[src/rtl/param_datapath.sv]
// param_datapath: NUM_REGS x DATA_W register file, operand muxes, ALU with
// registered Z/N/C/V flags and an iterative shift-add multiplier behind a valid/ready port.
module param_datapath #(
  parameter int DATA_W   = 8,
  parameter int NUM_REGS = 16,
  parameter int ADDR_W   = 4
) (
  input  logic              clk,
  input  logic              rst,
  input  logic              inValid,
  output logic              inReady,
  input  logic              writeEnable,
  input  logic              writeSourceSelect,
  input  logic              muxASelect,
  input  logic              muxBSelect,
  input  logic [DATA_W-1:0] extInputData,
  input  logic [ADDR_W-1:0] destAddress,
  input  logic [ADDR_W-1:0] aAddress,
  input  logic [ADDR_W-1:0] bAddress,
  input  logic [3:0]        aluOpCode,
  output logic              busy,
  output logic              done,
  output logic [3:0]        flags,
  output logic [DATA_W-1:0] RLast_out
);

  localparam int IDXW = (NUM_REGS > 1) ? $clog2(NUM_REGS) : 1;
  localparam int CNTW = $clog2(DATA_W + 1);
  localparam int MSB  = DATA_W - 1;

  localparam logic [CNTW-1:0]   LASTBIT = CNTW'(DATA_W - 1);
  localparam logic [DATA_W-1:0] ONE     = DATA_W'(1);

  localparam logic [3:0] OP_ADD  = 4'd0;
  localparam logic [3:0] OP_SUB  = 4'd1;
  localparam logic [3:0] OP_AND  = 4'd2;
  localparam logic [3:0] OP_OR   = 4'd3;
  localparam logic [3:0] OP_XOR  = 4'd4;
  localparam logic [3:0] OP_NOT  = 4'd5;
  localparam logic [3:0] OP_SHL  = 4'd6;
  localparam logic [3:0] OP_SHR  = 4'd7;
  localparam logic [3:0] OP_PASA = 4'd8;
  localparam logic [3:0] OP_PASB = 4'd9;
  localparam logic [3:0] OP_MUL  = 4'd10;
  localparam logic [3:0] OP_INC  = 4'd11;
  localparam logic [3:0] OP_DEC  = 4'd12;

  typedef enum logic {
    ST_IDLE,
    ST_MUL
  } stateT;

  stateT state;

  logic [DATA_W-1:0] regs [NUM_REGS];

  logic [DATA_W-1:0] rdA;
  logic [DATA_W-1:0] rdB;
  logic [DATA_W-1:0] opA;
  logic [DATA_W-1:0] opB;
  logic [DATA_W-1:0] addOp;
  logic [DATA_W:0]   sumW;
  logic [DATA_W:0]   diffW;
  logic [DATA_W-1:0] aluRes;
  logic              aluC;
  logic              aluV;
  logic [DATA_W-1:0] wrData;

  logic [DATA_W-1:0] mulA;
  logic [DATA_W-1:0] mulB;
  logic [DATA_W-1:0] mulAcc;
  logic [DATA_W-1:0] mulSum;
  logic [CNTW-1:0]   mulCnt;
  logic [ADDR_W-1:0] mulDest;
  logic              mulWe;
  logic              lastIter;

  logic              accept;
  logic              startMul;
  logic              regWe;
  logic [ADDR_W-1:0] regAddr;
  logic [DATA_W-1:0] regData;

  function automatic logic inRange(
    input logic [ADDR_W-1:0] a
  );
    return 32'(a) < 32'(NUM_REGS);
  endfunction

  function automatic logic [1:0] zn(
    input logic [DATA_W-1:0] r
  );
    return {r == '0, r[MSB]};
  endfunction

  // Unimplemented addresses read as zero.
  assign rdA = inRange(aAddress)
             ? regs[aAddress[IDXW-1:0]] : '0;
  assign rdB = inRange(bAddress)
             ? regs[bAddress[IDXW-1:0]] : '0;

  assign opA = muxASelect ? extInputData : rdA;
  assign opB = muxBSelect ? extInputData : rdB;

  assign RLast_out = regs[NUM_REGS-1];

  assign accept   = inValid & inReady;
  assign startMul = accept & ~writeSourceSelect
                  & (aluOpCode == OP_MUL);

  // INC/DEC reuse the add/sub paths with a constant one.
  assign addOp = ((aluOpCode == OP_INC) ||
                  (aluOpCode == OP_DEC)) ? ONE : opB;

  assign sumW  = {1'b0, opA} + {1'b0, addOp};
  assign diffW = {1'b0, opA} - {1'b0, addOp};

  always_comb begin
    aluRes = '0;
    aluC   = 1'b0;
    aluV   = 1'b0;
    unique case (aluOpCode)
      OP_ADD, OP_INC: begin
        aluRes = sumW[MSB:0];
        aluC   = sumW[DATA_W];
        aluV   = (opA[MSB] == addOp[MSB]) &&
                 (aluRes[MSB] != opA[MSB]);
      end
      OP_SUB, OP_DEC: begin
        aluRes = diffW[MSB:0];
        aluC   = diffW[DATA_W];
        aluV   = (opA[MSB] != addOp[MSB]) &&
                 (aluRes[MSB] != opA[MSB]);
      end
      OP_AND:  aluRes = opA & opB;
      OP_OR:   aluRes = opA | opB;
      OP_XOR:  aluRes = opA ^ opB;
      OP_NOT:  aluRes = ~opA;
      OP_SHL: begin
        aluRes = {opA[MSB-1:0], 1'b0};
        aluC   = opA[MSB];
      end
      OP_SHR: begin
        aluRes = {1'b0, opA[MSB:1]};
        aluC   = opA[0];
      end
      OP_PASA: aluRes = opA;
      OP_PASB: aluRes = opB;
      default: aluRes = '0;
    endcase
  end

  assign wrData = writeSourceSelect ? extInputData : aluRes;

  assign mulSum   = mulAcc + (mulB[0] ? mulA : '0);
  assign lastIter = (mulCnt == LASTBIT);

  // One write port shared by single-cycle retire and MUL completion.
  always_comb begin
    regWe   = 1'b0;
    regAddr = destAddress;
    regData = wrData;
    if (state == ST_MUL) begin
      regWe   = mulWe & lastIter;
      regAddr = mulDest;
      regData = mulSum;
    end else if (accept && !startMul) begin
      regWe = writeEnable;
    end
  end

  always_ff @(posedge clk) begin
    if (rst) begin
      for (int i = 0; i < NUM_REGS; i++) begin
        regs[i] <= '0;
      end
    end else if (regWe && inRange(regAddr)) begin
      regs[regAddr[IDXW-1:0]] <= regData;
    end
  end

  always_ff @(posedge clk) begin
    if (rst) begin
      state   <= ST_IDLE;
      inReady <= 1'b1;
      busy    <= 1'b0;
      done    <= 1'b0;
      flags   <= '0;
      mulA    <= '0;
      mulB    <= '0;
      mulAcc  <= '0;
      mulCnt  <= '0;
      mulDest <= '0;
      mulWe   <= 1'b0;
    end else begin
      done <= 1'b0;
      unique case (state)
        ST_IDLE: begin
          if (startMul) begin
            mulA    <= opA;
            mulB    <= opB;
            mulAcc  <= '0;
            mulCnt  <= '0;
            mulDest <= destAddress;
            mulWe   <= writeEnable;
            state   <= ST_MUL;
            busy    <= 1'b1;
            inReady <= 1'b0;
          end else if (accept) begin
            done <= 1'b1;
            if (!writeSourceSelect) begin
              flags <= {zn(aluRes), aluC, aluV};
            end
          end
        end
        ST_MUL: begin
          mulAcc <= mulSum;
          mulA   <= {mulA[MSB-1:0], 1'b0};
          mulB   <= {1'b0, mulB[MSB:1]};
          mulCnt <= mulCnt + CNTW'(1);
          if (lastIter) begin
            flags   <= {zn(mulSum), 2'b00};
            done    <= 1'b1;
            busy    <= 1'b0;
            inReady <= 1'b1;
            state   <= ST_IDLE;
          end
        end
        default: state <= ST_IDLE;
      endcase
    end
  end

endmodule

[config.mk]
export PLATFORM = sky130hd
export DESIGN_NAME = param_datapath
export DESIGN_NICKNAME = d
export VERILOG_FILES = /design/src/rtl/param_datapath.sv
export SDC_FILE = /design/constraint.sdc
export NUM_CORES = 1
export LEC_CHECK = 0
export BUFFER_PORTS_ARGS = -buffer_cell sky130_fd_sc_hd__buf_2
export CORE_MARGIN = 1.5
export CORE_UTILIZATION = 55
export DETAILED_ROUTE_END_ITERATION = 7
export PLACE_DENSITY = 0.72
export SYNTH_ARGS = -nofsm -noshare
export SYNTH_HDL_FRONTEND = slang
export SYNTH_SLANG_ARGS = --single-unit
[constraint.sdc]
create_clock -name clk -period 6.4 [get_ports clk]
set_input_delay 0.96 -clock clk [delete_from_list [all_inputs] [get_ports clk]]
set_output_delay 0.96 -clock clk [all_outputs]
set_load 0.03 [all_outputs]
==> flow_metrics.env <==
export IMPL_worst_pin_slew_ps=1170
export IMPL_core_area_mm2=0.0202
export IMPL_grt_pass1_wl_mm=52.9
export IMPL_drive_above_1_share_pct=18.1
export IMPL_synth_warnings=0
export IMPL_wl_mm=34.7
export IMPL_syn_area_per_cell_um2=10.5
export IMPL_netlist_instances=1081
export IMPL_dieArea_mm2=0.0214
export IMPL_ys_dominant_reg_cell="edfxtp_1"
export IMPL_crit_end="regs[3][6]$_SDFFCE_PN0P_"
export IMPL_layout_cells_most_common="nor2_1"
export IMPL_cap_violations=0
export IMPL_synth_seq_cells=169
export IMPL_io_buffer_count=45
export IMPL_avgViaCountPerCell=6.73
export IMPL_p_leak_nw=4.75
export IMPL_clockBufferDepth=2
export IMPL_finalSetupTns_ps=0
export IMPL_cts_hold_buf=0
export IMPL_hold_path_class="flip-flop to flip-flop"
export IMPL_maxSlewViolCount=0
export IMPL_dr_total_vias=9340
export IMPL_antenna_left=0
export IMPL_initial_core_util_pct=56.0
export IMPL_r2r_end="regs[3][6]$_SDFFCE_PN0P_"
export IMPL_die_w_um=146
export IMPL_cts_tree="built"
export IMPL_cts_sinks=169
export IMPL_cp_slowest_stage_delay_ps=910
export IMPL_setup_viol=0
export IMPL_total_power_mw=2.93
export IMPL_path_delay_family="compound AO/OA/AOI/OAI gates"
export IMPL_synthesis_area_mm2=0.0113
export IMPL_ctsResizeCount=0
export IMPL_ys_seq_area_share_pct=41.3
export IMPL_io_pins=46
export IMPL_period_needed_ps=5570
export IMPL_r2r_cells=15
export IMPL_n_antenna_cell=0
export IMPL_r2r_start="regs[15][0]$_SDFFCE_PN0P_"
export IMPL_irDropWorstVdd_mv=0.186
export IMPL_synth_top_area_share_pct=34.0
export IMPL_synthArstFlopShare_pct=0
export IMPL_cp_depth=16
export IMPL_fin_skew_ps=21.0
export IMPL_stdcell_count=1388
export IMPL_grt_max_degree=69
export IMPL_cp_arrival_ps=5850
export IMPL_rrSetupSlack_ps=1430
export IMPL_clk_pin_slew_ps=70
export IMPL_hold_viol=0
export IMPL_fmax_ghz=0.179
export IMPL_rsz0062_at_grt="false"
export IMPL_yosysTopAreaCell="edfxtp_1"
export IMPL_drtIter0Drc=1252
export IMPL_num_nets_final=1180
export IMPL_routabilityCongestion=0.940
export IMPL_synthDistinctLibCells=82
export IMPL_critPathKind="primary input to flip-flop"
export IMPL_fin_util_pct=61.6
export IMPL_pwr_density_cell_mw_per_mm2=236
export IMPL_area_growth_pct=9.98
export IMPL_critPathMostFrequentCell="mux2i_1"
export IMPL_grt_pass1_vias=8831
export IMPL_cp_startpoint="bAddress[0]"
export IMPL_worstPathRequired_ps=6670
export IMPL_cp_slowest_cell="o21ai_1"
export IMPL_grt_usage_pct=33.2
export IMPL_crit_buf_inv=1
export IMPL_cts_root_buf="clkbuf_16"
export IMPL_drt_wirelength_per_cell_um=25.0
export IMPL_overflow=0
export IMPL_syn_num_nets=1156
export IMPL_die_h_um=146
export IMPL_insertion_delay_ps=450
export IMPL_crit_path_max_fanout=21
export IMPL_max_slew_margin_pct=21.5
export IMPL_cp_start_kind="primary input"
export IMPL_row_count=52
export IMPL_antenna_found_initial=0
export IMPL_synth_edff_count=128
export IMPL_firstDrtPassIters=5
export IMPL_status="complete, no violations"
export IMPL_cp_cell_sequence="buf_2 -> mux4_2 -> mux2i_1 -> mux2i_1 -> mux2i_1 -> nand2b_1 -> ha_1 -> fa_1 -> nor2b_1 -> o21a_1 -> o211ai_1 -> a21oi_1 -> a2bb2oi_1 -> o41ai_1 -> o21ai_1 -> nor2b_1"
export IMPL_post_cts_buffers=0
export IMPL_mostFrequentLayoutCells="nor2_1, edfxtp_1, nand2_1"
export IMPL_drc=0
export IMPL_cp_end_kind="flip-flop"
export IMPL_dp_cells=1356
export IMPL_finalCritPeriodShare_pct=87.1
export IMPL_ys_top_cells_by_area="edfxtp_1, mux4_2, dfxtp_1, nor2_1, ha_1"
export IMPL_htreeDepth=4
export IMPL_hpwl_mm=24.9
export IMPL_cts_buffers=17
## final cells by class
class                   count  area, um2
inverters                  41        154
fillers                  1643       7740
flip-flops and latches    169       4670
clock buffers              17        425
multi-input cells         798       6140
clock inverters            15        210
repair buffers             78        498
well taps                 270        338
## cell families (layout without fill, tap and decap cells)
logic type	after synthesis	in the layout	share of synthesized area, %
adder cells (fa/ha/maj)	44	44	5.07
multiplexers	114	114	17.3
buffers and inverters	114	151	4.42
XOR/XNOR	9	9	0.698
AO/OA/AOI/OAI	217	217	13.5
flip-flops	169	169	41.3
AND/OR/NAND/NOR	414	414	17.7
## sequential cells by signal, summed over array words and instances, names as in the netlist
register  cells
regs        128
flags         4
done          1
mulAcc        8
state         1
mulCnt        4
mulA          8
mulWe         1
mulB          8
busy          1
mulDest       4
inReady       1
## worst min-delay path by stage
stage,slack [ps],endpoint,from,depth (start not counted)
global route,490,flags[2]$_SDFFE_PP0P_,flags[2]$_SDFFE_PP0P_,2
finish,450,flags[2]$_SDFFE_PP0P_,flags[2]$_SDFFE_PP0P_,2
global placement,440,flags[2]$_SDFFE_PP0P_,flags[2]$_SDFFE_PP0P_,2
detailed placement,440,flags[2]$_SDFFE_PP0P_,flags[2]$_SDFFE_PP0P_,2
CTS,450,flags[2]$_SDFFE_PP0P_,flags[2]$_SDFFE_PP0P_,2
floorplan,440,mulAcc[0]$_SDFFE_PP0P_,mulAcc[0]$_SDFFE_PP0P_,2
## cell usage after synthesis (all sizes together) (11+ instances only)
cell / number
a211oi: 21
a21oi: 63
a22oi: 21
and2: 11
buf: 29
clkbuf: 44
dfxtp: 41
edfxtp: 128
ha: 41
inv: 40
mux2: 14
mux2i: 40
mux4: 60
nand2: 66
nand2b: 29
nand3: 17
nor2: 187
nor2b: 36
nor3: 11
o21ai: 19
or2: 12
## power by group
part           switching, mW  leakage (nW)  internal [mW]  total [mW]
clock network          0.540         0.308          0.577        1.12
registers             0.0230          1.66           1.21        1.23
logic                  0.356          2.79          0.225       0.581
total                  0.919          4.75           2.01        2.93
## per-stage QoR
step / hold WS (ps) / area, um2 / setup WS (ps)
after global placement: 440 / 11800 / 681
after CTS: 451 / 12400 / 934
after global routing: 494 / 12400 / 447
after detailed placement: 441 / 11800 / 513
final: 452 / 12400 / 825
after floorplan: 441 / 11300 / 1310
## worst register-to-register path, stage by stage (launching register included)
cell and delay, ps:
edfxtp_1 520, mux4_2 510, mux2i_1 140, mux2i_1 150, mux2i_1 350, nand2b_1 170
ha_1 260, fa_1 440, nor2b_1 190, o21a_1 150, o211ai_1 130, a21oi_1 180
a2bb2oi_1 310, o41ai_1 120, o21ai_1 910, nor2b_1 280
## metal layers
metal	GRT usage, %	routed length, um
met1	47.2	14000
met2	50.2	15600
met3	8.41	4040
met4	10.9	1090
met5	0	0
Note: power is estimated with default switching activity, not from simulation.
